**src/rtl/sram_axi_bridge_if.sv**
```systemverilog
// AXI3 single-beat bus between the SRAM bridge (master) and the SoC interconnect (slave).
interface sram_axi_bridge_if;
    logic [3:0]  arid;
    logic [31:0] araddr;
    logic [7:0]  arlen;
    logic [2:0]  arsize;
    logic [1:0]  arburst;
    logic [1:0]  arlock;
    logic [3:0]  arcache;
    logic [2:0]  arprot;
    logic        arvalid;
    logic        arready;

    logic [3:0]  rid;
    logic [31:0] rdata;
    logic [1:0]  rresp;
    logic        rlast;
    logic        rvalid;
    logic        rready;

    logic [3:0]  awid;
    logic [31:0] awaddr;
    logic [7:0]  awlen;
    logic [2:0]  awsize;
    logic [1:0]  awburst;
    logic [1:0]  awlock;
    logic [3:0]  awcache;
    logic [2:0]  awprot;
    logic        awvalid;
    logic        awready;

    logic [3:0]  wid;
    logic [31:0] wdata;
    logic [3:0]  wstrb;
    logic        wlast;
    logic        wvalid;
    logic        wready;

    logic [3:0]  bid;
    logic [1:0]  bresp;
    logic        bvalid;
    logic        bready;

    modport master (
        output arid, araddr, arlen, arsize, arburst, arlock, arcache, arprot, arvalid,
        input  arready,
        input  rid, rdata, rresp, rlast, rvalid,
        output rready,
        output awid, awaddr, awlen, awsize, awburst, awlock, awcache, awprot, awvalid,
        input  awready,
        output wid, wdata, wstrb, wlast, wvalid,
        input  wready,
        input  bid, bresp, bvalid,
        output bready
    );

    modport slave (
        input  arid, araddr, arlen, arsize, arburst, arlock, arcache, arprot, arvalid,
        output arready,
        output rid, rdata, rresp, rlast, rvalid,
        input  rready,
        input  awid, awaddr, awlen, awsize, awburst, awlock, awcache, awprot, awvalid,
        output awready,
        input  wid, wdata, wstrb, wlast, wvalid,
        output wready,
        output bid, bresp, bvalid,
        input  bready
    );
endinterface

```
**src/rtl/sram_axi_bridge.sv**
```systemverilog
// Arbitrates the core's inst/data SRAM-like ports onto one AXI3 master,
// with exactly one single-beat transaction in flight at a time.
module sram_axi_bridge (
    input  logic        clk,
    input  logic        resetn,

    input  logic        inst_req,
    input  logic        inst_wr,
    input  logic [1:0]  inst_size,
    input  logic [31:0] inst_addr,
    input  logic [31:0] inst_wdata,
    output logic        inst_addr_ok,
    output logic        inst_data_ok,
    output logic [31:0] inst_rdata,

    input  logic        data_req,
    input  logic        data_wr,
    input  logic [1:0]  data_size,
    input  logic [31:0] data_addr,
    input  logic [31:0] data_wdata,
    output logic        data_addr_ok,
    output logic        data_data_ok,
    output logic [31:0] data_rdata,

    sram_axi_bridge_if.master axi
);
    // state   | meaning
    // IDLE    | waiting for a request; data side has priority
    // RD_ADDR | AR channel valid, waiting for arready
    // RD_DATA | rready high, waiting for rvalid
    // WR_REQ  | AW and W valid, each dropped after its own handshake
    // WR_RESP | bready high, waiting for bvalid
    typedef enum logic [2:0] {IDLE, RD_ADDR, RD_DATA, WR_REQ, WR_RESP} state_t;

    state_t      state_q;
    logic        src_q;          // 1 = data port, 0 = inst port
    logic [1:0]  size_q;
    logic [31:0] addr_q;
    logic [31:0] wdata_q;
    logic        aw_done_q;
    logic        w_done_q;

    logic        live;
    logic        accept;
    logic        aw_ok;
    logic        w_ok;
    logic        resp;
    logic [3:0]  strb;
    logic        unused_axi;

    // Every handshake output is masked while resetn is low, not just after the edge.
    assign live         = resetn;
    assign data_addr_ok = live && (state_q == IDLE) && data_req;
    assign inst_addr_ok = live && (state_q == IDLE) && !data_req && inst_req;
    assign accept       = data_addr_ok || inst_addr_ok;

    assign aw_ok = aw_done_q || (axi.awvalid && axi.awready);
    assign w_ok  = w_done_q  || (axi.wvalid  && axi.wready);

    assign resp = live && (((state_q == RD_DATA) && axi.rvalid) ||
                           ((state_q == WR_RESP) && axi.bvalid));
    assign inst_data_ok = resp && !src_q;
    assign data_data_ok = resp && src_q;
    assign inst_rdata   = axi.rdata;
    assign data_rdata   = axi.rdata;

    always_comb begin
        strb = 4'b1111;
        case (size_q)
            2'd0:    strb = 4'b0001 << addr_q[1:0];
            2'd1:    strb = 4'b0011 << {addr_q[1], 1'b0};
            default: strb = 4'b1111;
        endcase
    end

    assign axi.arid    = {3'b000, src_q};
    assign axi.araddr  = live ? addr_q : 32'd0;
    assign axi.arlen   = 8'd0;
    assign axi.arsize  = {1'b0, size_q};
    assign axi.arburst = 2'b01;
    assign axi.arlock  = 2'b00;
    assign axi.arcache = 4'd0;
    assign axi.arprot  = 3'd0;
    assign axi.arvalid = live && (state_q == RD_ADDR);
    assign axi.rready  = live && (state_q == RD_DATA);

    assign axi.awid    = 4'd1;
    assign axi.awaddr  = live ? addr_q : 32'd0;
    assign axi.awlen   = 8'd0;
    assign axi.awsize  = {1'b0, size_q};
    assign axi.awburst = 2'b01;
    assign axi.awlock  = 2'b00;
    assign axi.awcache = 4'd0;
    assign axi.awprot  = 3'd0;
    assign axi.awvalid = live && (state_q == WR_REQ) && !aw_done_q;

    assign axi.wid     = 4'd1;
    assign axi.wdata   = live ? wdata_q : 32'd0;
    assign axi.wstrb   = live ? strb : 4'd0;
    assign axi.wlast   = 1'b1;
    assign axi.wvalid  = live && (state_q == WR_REQ) && !w_done_q;
    assign axi.bready  = live && (state_q == WR_RESP);

    assign unused_axi = &{1'b0, axi.rid, axi.rresp, axi.rlast, axi.bid, axi.bresp};

    always_ff @(posedge clk) begin
        if (!resetn) begin
            state_q   <= IDLE;
            src_q     <= 1'b0;
            size_q    <= 2'd0;
            addr_q    <= 32'd0;
            wdata_q   <= 32'd0;
            aw_done_q <= 1'b0;
            w_done_q  <= 1'b0;
        end else begin
            case (state_q)
                IDLE: begin
                    if (accept) begin
                        src_q   <= data_req;
                        size_q  <= data_req ? data_size  : inst_size;
                        addr_q  <= data_req ? data_addr  : inst_addr;
                        wdata_q <= data_req ? data_wdata : inst_wdata;
                        state_q <= (data_req ? data_wr : inst_wr) ? WR_REQ : RD_ADDR;
                    end
                end
                RD_ADDR: if (axi.arready) state_q <= RD_DATA;
                RD_DATA: if (axi.rvalid)  state_q <= IDLE;
                WR_REQ: begin
                    if (axi.awvalid && axi.awready) aw_done_q <= 1'b1;
                    if (axi.wvalid && axi.wready)   w_done_q  <= 1'b1;
                    if (aw_ok && w_ok) begin
                        state_q   <= WR_RESP;
                        aw_done_q <= 1'b0;
                        w_done_q  <= 1'b0;
                    end
                end
                WR_RESP: if (axi.bvalid) state_q <= IDLE;
                default: state_q <= IDLE;
            endcase
        end
    end
endmodule

```
**src/flat_wrapper.sv**
```systemverilog
// flat-port wrapper written by rule: the top's interface ports become plain ports
module sram_axi_bridge_flat 
  (clk, resetn, inst_req, inst_wr, inst_size, inst_addr, inst_wdata, inst_addr_ok, inst_data_ok, inst_rdata, data_req, data_wr, data_size, data_addr, data_wdata, data_addr_ok, data_data_ok, data_rdata, axi_arid, axi_araddr, axi_arlen, axi_arsize, axi_arburst, axi_arlock, axi_arcache, axi_arprot, axi_arvalid, axi_arready, axi_rid, axi_rdata, axi_rresp, axi_rlast, axi_rvalid, axi_rready, axi_awid, axi_awaddr, axi_awlen, axi_awsize, axi_awburst, axi_awlock, axi_awcache, axi_awprot, axi_awvalid, axi_awready, axi_wid, axi_wdata, axi_wstrb, axi_wlast, axi_wvalid, axi_wready, axi_bid, axi_bresp, axi_bvalid, axi_bready);
  sram_axi_bridge_if axi_i ();
  input  logic clk;
  input  logic resetn;
  input  logic inst_req;
  input  logic inst_wr;
  input  logic [1:0] inst_size;
  input  logic [31:0] inst_addr;
  input  logic [31:0] inst_wdata;
  output logic inst_addr_ok;
  output logic inst_data_ok;
  output logic [31:0] inst_rdata;
  input  logic data_req;
  input  logic data_wr;
  input  logic [1:0] data_size;
  input  logic [31:0] data_addr;
  input  logic [31:0] data_wdata;
  output logic data_addr_ok;
  output logic data_data_ok;
  output logic [31:0] data_rdata;
  output wire logic [$bits(axi_i.arid)-1:0] axi_arid;
  output wire logic [$bits(axi_i.araddr)-1:0] axi_araddr;
  output wire logic [$bits(axi_i.arlen)-1:0] axi_arlen;
  output wire logic [$bits(axi_i.arsize)-1:0] axi_arsize;
  output wire logic [$bits(axi_i.arburst)-1:0] axi_arburst;
  output wire logic [$bits(axi_i.arlock)-1:0] axi_arlock;
  output wire logic [$bits(axi_i.arcache)-1:0] axi_arcache;
  output wire logic [$bits(axi_i.arprot)-1:0] axi_arprot;
  output wire logic [$bits(axi_i.arvalid)-1:0] axi_arvalid;
  input wire logic [$bits(axi_i.arready)-1:0] axi_arready;
  input wire logic [$bits(axi_i.rid)-1:0] axi_rid;
  input wire logic [$bits(axi_i.rdata)-1:0] axi_rdata;
  input wire logic [$bits(axi_i.rresp)-1:0] axi_rresp;
  input wire logic [$bits(axi_i.rlast)-1:0] axi_rlast;
  input wire logic [$bits(axi_i.rvalid)-1:0] axi_rvalid;
  output wire logic [$bits(axi_i.rready)-1:0] axi_rready;
  output wire logic [$bits(axi_i.awid)-1:0] axi_awid;
  output wire logic [$bits(axi_i.awaddr)-1:0] axi_awaddr;
  output wire logic [$bits(axi_i.awlen)-1:0] axi_awlen;
  output wire logic [$bits(axi_i.awsize)-1:0] axi_awsize;
  output wire logic [$bits(axi_i.awburst)-1:0] axi_awburst;
  output wire logic [$bits(axi_i.awlock)-1:0] axi_awlock;
  output wire logic [$bits(axi_i.awcache)-1:0] axi_awcache;
  output wire logic [$bits(axi_i.awprot)-1:0] axi_awprot;
  output wire logic [$bits(axi_i.awvalid)-1:0] axi_awvalid;
  input wire logic [$bits(axi_i.awready)-1:0] axi_awready;
  output wire logic [$bits(axi_i.wid)-1:0] axi_wid;
  output wire logic [$bits(axi_i.wdata)-1:0] axi_wdata;
  output wire logic [$bits(axi_i.wstrb)-1:0] axi_wstrb;
  output wire logic [$bits(axi_i.wlast)-1:0] axi_wlast;
  output wire logic [$bits(axi_i.wvalid)-1:0] axi_wvalid;
  input wire logic [$bits(axi_i.wready)-1:0] axi_wready;
  input wire logic [$bits(axi_i.bid)-1:0] axi_bid;
  input wire logic [$bits(axi_i.bresp)-1:0] axi_bresp;
  input wire logic [$bits(axi_i.bvalid)-1:0] axi_bvalid;
  output wire logic [$bits(axi_i.bready)-1:0] axi_bready;
  assign axi_arid = axi_i.arid;
  assign axi_araddr = axi_i.araddr;
  assign axi_arlen = axi_i.arlen;
  assign axi_arsize = axi_i.arsize;
  assign axi_arburst = axi_i.arburst;
  assign axi_arlock = axi_i.arlock;
  assign axi_arcache = axi_i.arcache;
  assign axi_arprot = axi_i.arprot;
  assign axi_arvalid = axi_i.arvalid;
  assign axi_i.arready = axi_arready;
  assign axi_i.rid = axi_rid;
  assign axi_i.rdata = axi_rdata;
  assign axi_i.rresp = axi_rresp;
  assign axi_i.rlast = axi_rlast;
  assign axi_i.rvalid = axi_rvalid;
  assign axi_rready = axi_i.rready;
  assign axi_awid = axi_i.awid;
  assign axi_awaddr = axi_i.awaddr;
  assign axi_awlen = axi_i.awlen;
  assign axi_awsize = axi_i.awsize;
  assign axi_awburst = axi_i.awburst;
  assign axi_awlock = axi_i.awlock;
  assign axi_awcache = axi_i.awcache;
  assign axi_awprot = axi_i.awprot;
  assign axi_awvalid = axi_i.awvalid;
  assign axi_i.awready = axi_awready;
  assign axi_wid = axi_i.wid;
  assign axi_wdata = axi_i.wdata;
  assign axi_wstrb = axi_i.wstrb;
  assign axi_wlast = axi_i.wlast;
  assign axi_wvalid = axi_i.wvalid;
  assign axi_i.wready = axi_wready;
  assign axi_i.bid = axi_bid;
  assign axi_i.bresp = axi_bresp;
  assign axi_i.bvalid = axi_bvalid;
  assign axi_bready = axi_i.bready;
  sram_axi_bridge u_core (.clk(clk), .resetn(resetn), .inst_req(inst_req), .inst_wr(inst_wr), .inst_size(inst_size), .inst_addr(inst_addr), .inst_wdata(inst_wdata), .inst_addr_ok(inst_addr_ok), .inst_data_ok(inst_data_ok), .inst_rdata(inst_rdata), .data_req(data_req), .data_wr(data_wr), .data_size(data_size), .data_addr(data_addr), .data_wdata(data_wdata), .data_addr_ok(data_addr_ok), .data_data_ok(data_data_ok), .data_rdata(data_rdata), .axi(axi_i));
endmodule
```
**config.mk**
```make
export PLATFORM = sky130hd
export DESIGN_NAME = sram_axi_bridge_flat
export DESIGN_NICKNAME = d
export VERILOG_FILES = /design/src/rtl/sram_axi_bridge_if.sv /design/src/rtl/sram_axi_bridge.sv /design/src/flat_wrapper.sv
export SDC_FILE = /design/constraint.sdc
export NUM_CORES = 1
export LEC_CHECK = 0
export BUFFER_PORTS_ARGS = -buffer_cell sky130_fd_sc_hd__buf_4
export CAP_MARGIN = 0
export CORE_AREA = 8 8 158 160
export CTS_BUF_LIST = sky130_fd_sc_hd__clkbuf_2 sky130_fd_sc_hd__clkbuf_4 sky130_fd_sc_hd__clkbuf_8
export CTS_CLUSTER_DIAMETER = 60
export DETAILED_ROUTE_END_ITERATION = 7
export DIE_AREA = 0 0 166 168
export PLACE_DENSITY = 0.62
export SYNTH_ARGS = -nofsm -noshare
export SYNTH_HDL_FRONTEND = slang
export SYNTH_SLANG_ARGS = --single-unit
```
**constraint.sdc**
```tcl
create_clock -name clk -period 1.72 [get_ports clk]
set_clock_uncertainty 0.15 [all_clocks]
set_input_delay 0.258 -clock clk [delete_from_list [all_inputs] [get_ports clk]]
set_output_delay 0.258 -clock clk [all_outputs]
set_load 0.01 [all_outputs]
```
==> impl_metrics.prom, run 1 <==
# TYPE chip_impl_metric gauge
chip_impl_info{name="rr_startpoint",value="u_core.state_q[2]"} 1
chip_impl_metric{name="synth_edf_count",unit=""} 0
chip_impl_metric{name="finish.cell_count_without_fillers",unit=""} 1043
chip_impl_metric{name="syn-cell-area",unit="mm²"} 0.00505
chip_impl_info{name="rsz0062_at_grt",value="yes"} 1
chip_impl_metric{name="grt_util_all_layers",unit=""} 0.121
chip_impl_info{name="tritoncts_clock_tree",value="done"} 1
chip_impl_metric{name="layout_worst_path_cycle_share",unit=""} 1.07
chip_impl_metric{name="total_neg_setup_slack",unit="ns"} -0.552
chip_impl_metric{name="htree_levels",unit=""} 3
chip_impl_metric{name="reg2regPathDepth",unit=""} 7
chip_impl_metric{name="final_layout_size_suffix_gt1_frac",unit=""} 0.442
chip_impl_metric{name="clkTransAtPathRegs",unit="ns"} 0.08
chip_impl_info{name="criticalPathCategory",value="reg -> out"} 1
chip_impl_metric{name="route.antenna.remaining_nets",unit=""} 0
chip_impl_metric{name="vdd_drop_max",unit="µV"} 409
chip_impl_info{name="destination_of_the_worst_register_to_register_timing_path",value="u_core.addr_q[20]"} 1
chip_impl_metric{name="layout-area-overhead-vs-synth",unit="%"} 41.6
chip_impl_metric{name="power_density",unit="mW/mm²"} 985
chip_impl_metric{name="pin_count_of_the_biggest_net_entering_global_routing",unit=""} 85
chip_impl_metric{name="max-cap-violations",unit=""} 0
chip_impl_metric{name="synth-async-reset-ratio",unit=""} 0
chip_impl_metric{name="finish.net_count",unit=""} 942
chip_impl_metric{name="ys_seq_elements",unit=""} 72
chip_impl_metric{name="detailedPlace.worstSlack",unit="ns"} -0.0184
chip_impl_metric{name="antenna_cells_inserted",unit=""} 0
chip_impl_metric{name="drc",unit=""} 0
chip_impl_metric{name="totalWireLength",unit="µm"} 18500
chip_impl_metric{name="antenna_violations_before_repair",unit=""} 0
chip_impl_metric{name="place_inst",unit=""} 1006
chip_impl_metric{name="vias",unit=""} 4360
chip_impl_metric{name="floorplan.rows",unit=""} 55
chip_impl_metric{name="globalRouteMet3Util",unit=""} 0.0685
chip_impl_info{name="min-delay-path-class",value="in -> reg"} 1
chip_impl_metric{name="layout.cell_area.non_filler",unit="mm²"} 0.00716
chip_impl_metric{name="cts-root-to-sink-buffers",unit=""} 2
chip_impl_info{name="postSynth.topFlopCell",value="sky130_fd_sc_hd__dfxtp_1"} 1
chip_impl_info{name="hold_path_startpoint",value="inst_addr[19]"} 1
chip_impl_metric{name="die_width",unit="µm"} 166
chip_impl_info{name="timing.critical_path.from_type",value="flop"} 1
chip_impl_info{name="yosysMostFrequentCell",value="sky130_fd_sc_hd__buf_4"} 1
chip_impl_metric{name="r2r_slack",unit="ns"} -0.01
chip_impl_info{name="post-synth-top-area-cell",value="sky130_fd_sc_hd__dfxtp_1"} 1
chip_impl_metric{name="cts_sinks",unit=""} 72
chip_impl_metric{name="die_height",unit="µm"} 168
chip_impl_metric{name="post-layout-total-power",unit="µW"} 7050
chip_impl_metric{name="crit_buf_inv",unit=""} 2
chip_impl_metric{name="synthDistinctLibCells",unit=""} 31
chip_impl_metric{name="min_delay_path_depth",unit=""} 4
chip_impl_metric{name="grt_pass1_wl",unit="µm"} 26200
chip_impl_metric{name="post-route-worst-setup-slack",unit="ns"} -0.121
chip_impl_info{name="cp_slowest_cell",value="sky130_fd_sc_hd__dfxtp_4"} 1
chip_impl_metric{name="io_buffer_count",unit=""} 256
chip_impl_metric{name="overflow",unit=""} 0
chip_impl_metric{name="cpPeakStageDelay",unit="ns"} 0.37
chip_impl_metric{name="cts_buf_count",unit=""} 9
chip_impl_info{name="min_to",value="u_core.addr_q[19]"} 1
chip_impl_metric{name="globalRouteMet2Util",unit=""} 0.215
chip_impl_metric{name="coreArea",unit="mm²"} 0.0224
chip_impl_metric{name="yosys_warnings",unit=""} 0
chip_impl_metric{name="dieArea",unit="mm²"} 0.0279
chip_impl_metric{name="final-hold-violation-count",unit=""} 0
chip_impl_info{name="cell_breakdown_of_the_critical_path",value="buf_6 -> nor3_4 -> and4b_1 -> buf_6"} 1
chip_impl_metric{name="number_of_filler_instances_in_the_final_layout",unit=""} 2341
chip_impl_info{name="cts.root.buffer_cell",value="sky130_fd_sc_hd__clkbuf_8"} 1
chip_impl_metric{name="first_global_vias",unit=""} 4465
chip_impl_info{name="post_synth_most_frequent_cells",value="sky130_fd_sc_hd__buf_4 (151), sky130_fd_sc_hd__dfxtp_1 (72), sky130_fd_sc_hd__nand2_1 (71)"} 1
chip_impl_metric{name="drv_slew",unit=""} 0
chip_impl_info{name="failed_checks",value="setup timing"} 1
chip_impl_metric{name="finalSetupViolCount",unit=""} 11
chip_impl_metric{name="io-pin-count",unit=""} 418
chip_impl_metric{name="drt_pre_antenna_iters",unit=""} 4
chip_impl_metric{name="seq_area_frac_synth",unit=""} 0.285
chip_impl_metric{name="via_density",unit=""} 4.18
chip_impl_info{name="endpoint_kind",value="output port"} 1
chip_impl_metric{name="timing.fmax",unit="GHz"} 0.543
chip_impl_metric{name="netlist_instances",unit=""} 581
chip_impl_metric{name="post-dp-hpwl",unit="µm"} 14600
chip_impl_metric{name="dpl_cell_area",unit="mm²"} 0.00648
chip_impl_metric{name="detail_route.wl_per_cell",unit="µm"} 17.7
chip_impl_metric{name="drt_first_iter_violations",unit=""} 188
chip_impl_info{name="synth_area_leaders",value="sky130_fd_sc_hd__dfxtp_1 (29%), sky130_fd_sc_hd__buf_4 (22%), sky130_fd_sc_hd__mux2i_1 (13%), sky130_fd_sc_hd__o211a_1 (13%), sky130_fd_sc_hd__and2_1 (7.9%)"} 1
chip_impl_metric{name="groute.layer.met1.usage",unit=""} 0.118
chip_impl_metric{name="period_minus_slack",unit="ns"} 1.84
chip_impl_metric{name="hold_buffers",unit=""} 0
chip_impl_metric{name="place.gp.congestion",unit=""} 0.767
chip_impl_metric{name="syn_area_per_cell",unit="µm²"} 8.70
chip_impl_metric{name="synth_largest_type_area_fraction",unit=""} 0.285
chip_impl_metric{name="worst_ep_arrival_time",unit="ns"} 1.43
chip_impl_metric{name="initial_utilization",unit=""} 0.226
chip_impl_metric{name="clock_latency",unit="ns"} 0.35
chip_impl_info{name="critPathTopFamily",value="simple AND/OR/NAND/NOR gates"} 1
chip_impl_info{name="status",value="finished, violations left"} 1
chip_impl_info{name="path_common_cell",value="sky130_fd_sc_hd__buf_6"} 1
chip_impl_metric{name="highest_net_fanout_along_the_worst_path",unit=""} 5
chip_impl_metric{name="worstPathRequired",unit="ns"} 1.31
chip_impl_info{name="grt_busiest_layer",value="met2"} 1
chip_impl_metric{name="p_leak",unit="µW"} 0.00412
## layout by cell type, fill, tap and decap left out, drive strengths merged, types with 2 or more instances in the layout
cell type / netlist / layout
buf: 169 / 295
and2: 64 / 64
clkinv: 0 / 2
clkbuf: 22 / 18
a22oi: 2 / 2
nor2b: 4 / 4
nand2: 71 / 71
dfxtp: 72 / 72
a21oi: 4 / 4
nor4: 2 / 2
and3: 2 / 2
inv: 2 / 3
o21a: 3 / 3
o211a: 66 / 66
nor3b: 2 / 2
and4b: 2 / 2
mux2i: 67 / 67
nand2b: 3 / 3
nor3: 2 / 2
o21ai: 2 / 2
conb: 2 / 52
nor2: 11 / 11
## routing by layer
| metal | part of all wire | vias up |
|---|---|---|
| met2 | 0.52 | 258 |
| met5 | 0 | - |
| li1 | - | 2106 |
| met4 | 0.015 | 0 |
| met1 | 0.36 | 1984 |
| met3 | 0.11 | 12 |
## flip-flops by register name, summed over array words and instances, names as in the netlist
| signal | flops |
|---|---|
| u_core.wdata_q | 32 |
| u_core.state_q | 3 |
| u_core.src_q | 1 |
| u_core.size_q | 2 |
| u_core.w_done_q | 1 |
| u_core.addr_q | 32 |
| u_core.aw_done_q | 1 |
## through the flow
stage               utilization  hold WS (ns)
detailed placement        0.290         0.328
global placement          0.290         0.321
finish                    0.320        0.0905
global route              0.320        0.0663
floorplan                     -         0.314
CTS                       0.304        0.0607
## worst max path at each step
stage	to	slack, ns	from	cells past startpoint
after CTS	inst_addr_ok	-0.13	u_core.state_q[1]	4
after detailed placement	u_core.state_q[0]	-0.02	u_core.state_q[0]	5
after global placement	u_core.state_q[0]	0.02	u_core.state_q[0]	5
final	inst_addr_ok	-0.12	u_core.state_q[1]	4
after floorplan	data_data_ok	0.03	u_core.state_q[2]	4
after global routing	data_data_ok	-0.20	u_core.state_q[0]	4
## logic make-up (layout without fill, tap and decap cells)
family,Yosys count,after routing,synth area share
AO/OA/AOI/OAI,81,81,0.150
buffers and inverters,193,320,0.260
flip-flops,72,72,0.285
multiplexers,68,68,0.135
other,2,52,0.00149
AND/OR/NAND/NOR,165,165,0.168
## final cells by class
cell class	instances	area (µm²)	share of cell area
flip-flops and latches	72	1450	0.203
repair buffers	303	2590	0.363
inverters	2	10.0	0.00140
well taps	285	357	0.0498
clock buffers	10	138	0.0192
clock inverters	5	56.3	0.00787
multi-input cells	366	2550	0.356
## tightest hold or removal path, stage by stage
cell	delay, ns
sky130_fd_sc_hd__buf_4	0.08
sky130_fd_sc_hd__mux2i_1	0.05
sky130_fd_sc_hd__nand2_1	0.06
sky130_fd_sc_hd__o211a_1	0.13
## timing repair
item,CTS,global route
pin swaps,3,5
resized for setup,18,29
gates cloned,0,8
setup endpoints to repair,9,69
buffers inserted,9,5
## power breakdown
part / switching [µW] / total [µW] / leakage (µW) / internal (µW)
combinational: 1420 / 3350 / 0.00343 / 1920
sequential: 243 / 2320 / 0.000595 / 2080
clock: 683 / 1390 / 0.0000985 / 702
total: 2350 / 7050 / 0.00412 / 4700
Power figures use the tool's default switching activity.
==> run 2: changes to the inputs <==
--- a/config.mk
+++ b/config.mk
@@ -12,7 +12,6 @@
 export CTS_CLUSTER_DIAMETER = 60
 export DETAILED_ROUTE_END_ITERATION = 7
 export DIE_AREA = 0 0 166 168
-export PLACE_DENSITY = 0.62
 export SYNTH_ARGS = -nofsm -noshare
 export SYNTH_HDL_FRONTEND = slang
 export SYNTH_SLANG_ARGS = --single-unit
==> run 2 against run 1 <==
  * Die area did not move
  * Wire length grew 3.4%
  * The flow still finishes with violations (setup timing)
  * Largest power group unchanged
  * Non-clock buffer count shrank 1
  * Worst setup slack got worse by 0.034 ns
  * Count of clock-buffer cells in the layout is the same
  * Power decreased by 2.1%
  * Register-to-register slack lost 0.15 ns
==> impl_metrics.prom, run 2 (synthesis results as in run 1) <==
# TYPE chip_impl_metric gauge
chip_impl_metric{name="drc",unit=""} 0
chip_impl_metric{name="clock_latency",unit="ns"} 0.36
chip_impl_metric{name="highest_net_fanout_along_the_worst_path",unit=""} 8
chip_impl_metric{name="die_width",unit="µm"} 166
chip_impl_metric{name="detailedPlace.worstSlack",unit="ns"} -0.0252
chip_impl_info{name="biggestRegsByFlops",value="u_core.addr_q (32), u_core.wdata_q (32), u_core.state_q (3)"} 1
chip_impl_metric{name="floorplan.rows",unit=""} 55
chip_impl_metric{name="coreArea",unit="mm²"} 0.0224
chip_impl_info{name="failed_checks",value="setup timing"} 1
chip_impl_info{name="min-delay-path-class",value="in -> reg"} 1
chip_impl_metric{name="finalSetupViolCount",unit=""} 75
chip_impl_metric{name="cts-root-to-sink-buffers",unit=""} 2
chip_impl_metric{name="via_density",unit=""} 4.24
chip_impl_metric{name="die_height",unit="µm"} 168
chip_impl_metric{name="pin_count_of_the_biggest_net_entering_global_routing",unit=""} 82
chip_impl_metric{name="reg2regPathDepth",unit=""} 6
chip_impl_metric{name="power.share.switching",unit=""} 0.356
chip_impl_metric{name="drv_slew",unit=""} 0
chip_impl_metric{name="hold_ws",unit="ns"} 0.0773
chip_impl_metric{name="min_delay_path_depth",unit=""} 4
chip_impl_metric{name="htree_levels",unit=""} 3
chip_impl_metric{name="drt_pre_antenna_iters",unit=""} 6
chip_impl_metric{name="share_comb_of_total_power",unit=""} 0.475
chip_impl_info{name="rsz0062_at_grt",value="yes"} 1
chip_impl_metric{name="antenna_violations_before_repair",unit=""} 0
chip_impl_metric{name="power_density",unit="mW/mm²"} 964
chip_impl_info{name="rr_startpoint",value="u_core.state_q[1]"} 1
chip_impl_metric{name="route.layer.met1.wl",unit="µm"} 6600
chip_impl_metric{name="overflow",unit=""} 0
chip_impl_info{name="cell_breakdown_of_the_critical_path",value="buf_4 -> nor4_4 -> buf_6 -> clkbuf_16 -> nand2_1 -> o211a_1"} 1
chip_impl_metric{name="timing.fmax",unit="GHz"} 0.533
chip_impl_metric{name="p_leak",unit="µW"} 0.00412
chip_impl_metric{name="dr_wl_met3",unit="µm"} 2170
chip_impl_metric{name="io_buffer_count",unit=""} 256
chip_impl_metric{name="drt_first_iter_violations",unit=""} 192
chip_impl_info{name="destination_of_the_worst_register_to_register_timing_path",value="u_core.addr_q[31]"} 1
chip_impl_info{name="top_layer",value="met4"} 1
chip_impl_metric{name="cts_buf_count",unit=""} 9
chip_impl_metric{name="io-pin-count",unit=""} 418
chip_impl_metric{name="cts_sinks",unit=""} 72
chip_impl_metric{name="clkTransAtPathRegs",unit="ns"} 0.10
chip_impl_metric{name="r2r_slack",unit="ns"} -0.16
chip_impl_metric{name="number_of_filler_instances_in_the_final_layout",unit=""} 2355
chip_impl_metric{name="period_minus_slack",unit="ns"} 1.88
chip_impl_info{name="status",value="finished, violations left"} 1
chip_impl_metric{name="place.gp.congestion",unit=""} 0.738
chip_impl_metric{name="power_frac_clock",unit=""} 0.187
chip_impl_metric{name="total_switching_power",unit="µW"} 2460
chip_impl_metric{name="detailroute.wirelength.met2",unit="µm"} 10100
chip_impl_metric{name="dieArea",unit="mm²"} 0.0279
chip_impl_metric{name="multi_input_area",unit="mm²"} 0.00256
chip_impl_info{name="min_to",value="u_core.wdata_q[7]"} 1
chip_impl_metric{name="max-cap-violations",unit=""} 0
chip_impl_info{name="tritoncts_clock_tree",value="done"} 1
chip_impl_metric{name="final-hold-violation-count",unit=""} 0
chip_impl_metric{name="totalWireLength",unit="µm"} 19100
chip_impl_metric{name="post-dp-hpwl",unit="µm"} 14000
chip_impl_metric{name="detail_route.wl_per_cell",unit="µm"} 18.4
chip_impl_metric{name="hold_buffers",unit=""} 0
chip_impl_metric{name="first_global_vias",unit=""} 4365
chip_impl_metric{name="worstPathRequired",unit="ns"} 1.83
chip_impl_metric{name="antenna_cells_inserted",unit=""} 0
chip_impl_info{name="hold_path_startpoint",value="inst_wdata[7]"} 1
chip_impl_info{name="layout_common_cells",value="sky130_fd_sc_hd__buf_4 (271), sky130_fd_sc_hd__nand2_1 (69), sky130_fd_sc_hd__dfxtp_1 (68)"} 1
chip_impl_metric{name="post-route-worst-setup-slack",unit="ns"} -0.155
chip_impl_metric{name="final_layout_size_suffix_gt1_frac",unit=""} 0.446
chip_impl_metric{name="grt_pass1_wl",unit="µm"} 25600
chip_impl_metric{name="cpPeakStageDelay",unit="ns"} 0.49
chip_impl_metric{name="power_report.internal_total",unit="µW"} 4440
chip_impl_metric{name="layout-area-overhead-vs-synth",unit="%"} 41.5
chip_impl_metric{name="regArea",unit="mm²"} 0.00146
chip_impl_info{name="criticalPathCategory",value="reg -> reg"} 1
chip_impl_info{name="cts.root.buffer_cell",value="sky130_fd_sc_hd__clkbuf_8"} 1
chip_impl_metric{name="vdd_drop_max",unit="µV"} 394
chip_impl_metric{name="route.antenna.remaining_nets",unit=""} 0
chip_impl_metric{name="worst_ep_arrival_time",unit="ns"} 1.99
chip_impl_metric{name="seq_power_share",unit=""} 0.338
chip_impl_metric{name="grt_util_all_layers",unit=""} 0.116
chip_impl_info{name="endpoint_kind",value="flop"} 1
chip_impl_info{name="cp_slowest_cell",value="sky130_fd_sc_hd__nor4_4"} 1
chip_impl_metric{name="layout_worst_path_cycle_share",unit=""} 1.09
chip_impl_metric{name="finish.net_count",unit=""} 941
chip_impl_info{name="timing.critical_path.from_type",value="flop"} 1
chip_impl_info{name="layout.cells.most_common",value="sky130_fd_sc_hd__buf_4"} 1
chip_impl_metric{name="initial_utilization",unit=""} 0.226
chip_impl_metric{name="vias",unit=""} 4421
run 2: changes by cell type in the layout (fill, tap and decap cells not counted), moves of 2 or more:
cell,change
sky130_fd_sc_hd__buf_8,-7
sky130_fd_sc_hd__buf_12,+5
sky130_fd_sc_hd__buf_6,+5
sky130_fd_sc_hd__buf_4,-3
sky130_fd_sc_hd__buf_16,-2
sky130_fd_sc_hd__clkinv_4,+2
sky130_fd_sc_hd__dfxtp_2,-2
sky130_fd_sc_hd__dfxtp_4,+2
run 2: power by group through the flow:
stage                     registers (µW)  logic (µW)  clock network, µW
after floorplan                     2250        1810                  0
after global placement              2320        2530                  0
after detailed placement            2340        2550                  0
after CTS                           2320        2660               1370
after global routing                2380        3550               1440
final                               2330        3280               1290
run 2: timing repair:
action,CTS,global route
pin swaps,4,5
setup endpoints to repair,10,71
resized for setup,24,21
cloned,0,15
buffers inserted,5,4
run 2: stage by stage:
| step | cells | util | TNS, ns | cell area, µm² | total power [µW] |
|---|---|---|---|---|---|
| floorplan | 631 | - | 0 | 5250 | 4060 |
| global placement | 1004 | 0.290 | -0.0121 | 6480 | 4850 |
| detailed placement | 1004 | 0.290 | -0.0470 | 6480 | 4890 |
| CTS | 1025 | 0.303 | -0.732 | 6780 | 6350 |
| global route | 1043 | 0.320 | -14.06 | 7150 | 7370 |
| finish | 1043 | 0.320 | -7.45 | 7150 | 6900 |
run 2: how the worst max path moves through the flow:
stage	start	to	slack (ns)	depth (start not counted)
floorplan	u_core.state_q[2]	data_data_ok	0.03	4
detailed placement	u_core.state_q[1]	u_core.state_q[0]	-0.03	5
finish	u_core.state_q[1]	u_core.addr_q[31]	-0.16	6
CTS	u_core.state_q[1]	data_data_ok	-0.16	4
global route	u_core.state_q[1]	u_core.addr_q[3]	-0.23	6
global placement	u_core.state_q[0]	u_core.state_q[0]	-0.01	5
run 2: routing by layer:
metal  vias up  GRT usage
li1       2100          -
met1      2033      0.108
met2       272      0.209
met3        16     0.0744
met4         0     0.0332
met5         -    0.00542
run 2: area by class of cell:
type                            instances  area share
Clock buffer                           10      0.0184
Tap cell                              285      0.0499
Sequential cell                        72       0.204
Timing Repair Buffer                  302       0.363
Inverter                                2     0.00140
Clock inverter                          6     0.00612
Multi-Input combinational cell        366       0.358
run 2: critical path, delay by kind of cell, from the launching register on:
kind                   cells  cell delay [ns]
buffers and inverters      3             0.55
AND/OR/NAND/NOR            2             0.54
flip-flops                 1             0.39
AO/OA/AOI/OAI              1             0.12
==> run 3: changes to the inputs <==
==> constraint.sdc (replaced) <==
create_clock -name clk -period 1.72 [get_ports clk]
set_clock_uncertainty 0.15 [all_clocks]
set_input_delay 0.172 -clock clk [delete_from_list [all_inputs] [get_ports clk]]
set_output_delay 0.172 -clock clk [all_outputs]
set_load 0.01 [all_outputs]
==> run 3 against run 2 <==
  * Power up 2.1%
  * Final area up 13%
  * Register-to-register slack better by 0.04 ns
  * Sequential share of layout area down 2.4 points
  * Die area stayed put
  * Largest cell class unchanged
  * Cell count increased by 9.6%
  * The flow still finishes with violations (setup timing)
==> impl_metrics.prom, run 3 (synthesis results as in run 1) <==
# TYPE chip_impl_metric gauge
chip_impl_metric{name="power_density",unit="mW/mm²"} 873
chip_impl_metric{name="finalSetupViolCount",unit=""} 75
chip_impl_metric{name="period_minus_slack",unit="ns"} 1.84
chip_impl_metric{name="totalWireLength",unit="µm"} 19600
chip_impl_metric{name="min_delay_path_depth",unit=""} 4
chip_impl_metric{name="worstPathRequired",unit="ns"} 1.82
chip_impl_metric{name="p_leak",unit="µW"} 0.00449
chip_impl_metric{name="coreArea",unit="mm²"} 0.0224
chip_impl_metric{name="grt_util_all_layers",unit=""} 0.127
chip_impl_metric{name="pin_count_of_the_biggest_net_entering_global_routing",unit=""} 82
chip_impl_metric{name="first_global_vias",unit=""} 5029
chip_impl_info{name="criticalPathCategory",value="reg -> reg"} 1
chip_impl_info{name="endpoint_kind",value="flop"} 1
chip_impl_metric{name="detail_route.wl_per_cell",unit="µm"} 17.2
chip_impl_metric{name="regArea",unit="mm²"} 0.00145
chip_impl_metric{name="final_layout_size_suffix_gt1_frac",unit=""} 0.383
chip_impl_metric{name="via_density",unit=""} 4.24
chip_impl_metric{name="detailedPlace.worstSlack",unit="ns"} -0.0185
chip_impl_metric{name="power_report.internal_total",unit="µW"} 4680
chip_impl_metric{name="number_of_filler_instances_in_the_final_layout",unit=""} 2276
chip_impl_metric{name="vdd_drop_max",unit="µV"} 460
chip_impl_metric{name="overflow",unit=""} 0
chip_impl_metric{name="drt_first_iter_violations",unit=""} 205
chip_impl_metric{name="clkTransAtPathRegs",unit="ns"} 0.08
chip_impl_metric{name="layout-area-overhead-vs-synth",unit="%"} 59.6
chip_impl_info{name="min-delay-path-class",value="in -> reg"} 1
chip_impl_info{name="layout_common_cells",value="sky130_fd_sc_hd__buf_4 (276), sky130_fd_sc_hd__dlygate4sd3_1 (108), sky130_fd_sc_hd__nand2_1 (71)"} 1
chip_impl_metric{name="antenna_cells_inserted",unit=""} 0
chip_impl_info{name="biggestRegsByFlops",value="u_core.addr_q (32), u_core.wdata_q (32), u_core.state_q (3)"} 1
chip_impl_info{name="failed_checks",value="setup timing"} 1
chip_impl_metric{name="hold_ws",unit="ns"} 0.0301
chip_impl_metric{name="cts_sinks",unit=""} 72
chip_impl_metric{name="highest_net_fanout_along_the_worst_path",unit=""} 4
chip_impl_metric{name="final-hold-violation-count",unit=""} 0
chip_impl_metric{name="drc",unit=""} 0
chip_impl_metric{name="timing.fmax",unit="GHz"} 0.544
chip_impl_metric{name="clock_latency",unit="ns"} 0.35
chip_impl_info{name="tritoncts_clock_tree",value="done"} 1
chip_impl_metric{name="max-cap-violations",unit=""} 0
chip_impl_info{name="timing.critical_path.from_type",value="flop"} 1
chip_impl_metric{name="reg2regPathDepth",unit=""} 8
chip_impl_metric{name="cts-root-to-sink-buffers",unit=""} 2
chip_impl_info{name="status",value="finished, violations left"} 1
chip_impl_metric{name="power.share.switching",unit=""} 0.336
chip_impl_metric{name="power_frac_clock",unit=""} 0.222
chip_impl_metric{name="drt_pre_antenna_iters",unit=""} 5
chip_impl_metric{name="io-pin-count",unit=""} 418
chip_impl_metric{name="io_buffer_count",unit=""} 256
chip_impl_metric{name="floorplan.rows",unit=""} 55
chip_impl_info{name="layout.cells.most_common",value="sky130_fd_sc_hd__buf_4"} 1
chip_impl_metric{name="vias",unit=""} 4846
chip_impl_info{name="cts.root.buffer_cell",value="sky130_fd_sc_hd__clkbuf_8"} 1
chip_impl_metric{name="post-route-worst-setup-slack",unit="ns"} -0.118
chip_impl_metric{name="antenna_violations_before_repair",unit=""} 0
chip_impl_metric{name="initial_utilization",unit=""} 0.226
chip_impl_metric{name="dieArea",unit="mm²"} 0.0279
chip_impl_metric{name="multi_input_area",unit="mm²"} 0.00256
chip_impl_metric{name="route.antenna.remaining_nets",unit=""} 0
chip_impl_metric{name="finish.cell_count_without_fillers",unit=""} 1143
chip_impl_metric{name="layout_worst_path_cycle_share",unit=""} 1.07
chip_impl_metric{name="post-dp-hpwl",unit="µm"} 14000
chip_impl_metric{name="drv_slew",unit=""} 0
chip_impl_metric{name="htree_levels",unit=""} 3
chip_impl_metric{name="worst_ep_arrival_time",unit="ns"} 1.94
chip_impl_metric{name="place.gp.congestion",unit=""} 0.772
chip_impl_metric{name="cts_buf_count",unit=""} 9
chip_impl_info{name="rsz0062_at_grt",value="yes"} 1
chip_impl_metric{name="finish.net_count",unit=""} 1041
chip_impl_metric{name="die_width",unit="µm"} 166
chip_impl_metric{name="total_switching_power",unit="µW"} 2360
chip_impl_metric{name="seq_power_share",unit=""} 0.329
chip_impl_metric{name="share_comb_of_total_power",unit=""} 0.449
chip_impl_metric{name="grt_pass1_wl",unit="µm"} 28400
chip_impl_metric{name="die_height",unit="µm"} 168
chip_impl_metric{name="place_inst",unit=""} 1007
run 3: cell count changes in the layout (fill, tap and decap cells not counted), moves of 2 or more:
cell / previous run / this run
sky130_fd_sc_hd__a21oi_1: 4 / 2
sky130_fd_sc_hd__buf_12: 9 / 6
sky130_fd_sc_hd__buf_4: 271 / 276
sky130_fd_sc_hd__buf_6: 11 / 8
sky130_fd_sc_hd__buf_8: 2 / 0
sky130_fd_sc_hd__bufinv_16: 0 / 2
sky130_fd_sc_hd__clkbuf_16: 9 / 4
sky130_fd_sc_hd__clkinv_2: 2 / 0
sky130_fd_sc_hd__dlygate4sd3_1: 0 / 108
sky130_fd_sc_hd__nand2_1: 69 / 71
sky130_fd_sc_hd__nor2_1: 7 / 9
sky130_fd_sc_hd__nor2_4: 2 / 0
run 3: critical path, cell delays in order, from the launching register on:
cell	delay, ns
sky130_fd_sc_hd__dfxtp_4	0.37
sky130_fd_sc_hd__buf_4	0.14
sky130_fd_sc_hd__buf_4	0.11
sky130_fd_sc_hd__buf_4	0.11
sky130_fd_sc_hd__and4b_2	0.27
sky130_fd_sc_hd__a21oi_2	0.08
sky130_fd_sc_hd__o21ai_1	0.14
sky130_fd_sc_hd__nand2_1	0.10
sky130_fd_sc_hd__a31o_2	0.26
run 3: stage by stage:
step / util / power (µW) / area, µm² / TNS, ns
2_1_floorplan: - / 4060 / 5250 / 0
3_3_place_gp: 0.290 / 4830 / 6490 / 0
3_5_place_dp: 0.290 / 4870 / 6490 / -0.0185
4_1_cts: 0.353 / 6890 / 7890 / -5.92
5_1_grt: 0.361 / 7510 / 8070 / -11.38
6_report: 0.361 / 7040 / 8070 / -5.62
run 3: final timing paths:
path / from / endpoint / slack, ns
hold / removal: data_wdata[8] / u_core.wdata_q[8] / 0.03
hold reg to reg: u_core.addr_q[11] / u_core.addr_q[11] / 0.34
setup reg to reg: u_core.state_q[0] / u_core.state_q[0] / -0.12
setup / recovery: u_core.state_q[0] / u_core.state_q[0] / -0.12
run 3: area by class of cell:
class | count | share of cell area
clock inverter | 6 | 0.0115
inverter | 2 | 0.00124
multi-input combinational | 366 | 0.317
sequential | 72 | 0.180
timing repair buffer | 402 | 0.429
tap | 285 | 0.0442
clock buffer | 10 | 0.0163
run 3: what timing repair did:
item,4_1_cts,5_1_grt
buffers inserted,6,3
endpoints found under the setup margin,9,78
hold buffers,108,0
gates cloned,0,4
pin swaps,4,7
resized for setup,16,18
endpoints found under the hold margin,57,0
run 3: metal layers:
layer | vias up | share of wire | GRT usage
met5 | - | 0 | 0
met4 | 0 | 0.0061 | 0.0269
met3 | 5 | 0.11 | 0.0711
met2 | 276 | 0.54 | 0.241
met1 | 2265 | 0.35 | 0.117
li1 | 2300 | - | -
run 3: power by group through the flow:
stage	registers (µW)	logic (µW)	clock network (µW)
final	2320	3160	1560
after global routing	2360	3440	1710
after CTS	2310	2920	1660
after detailed placement	2340	2530	0
after global placement	2320	2510	0
after floorplan	2250	1810	0
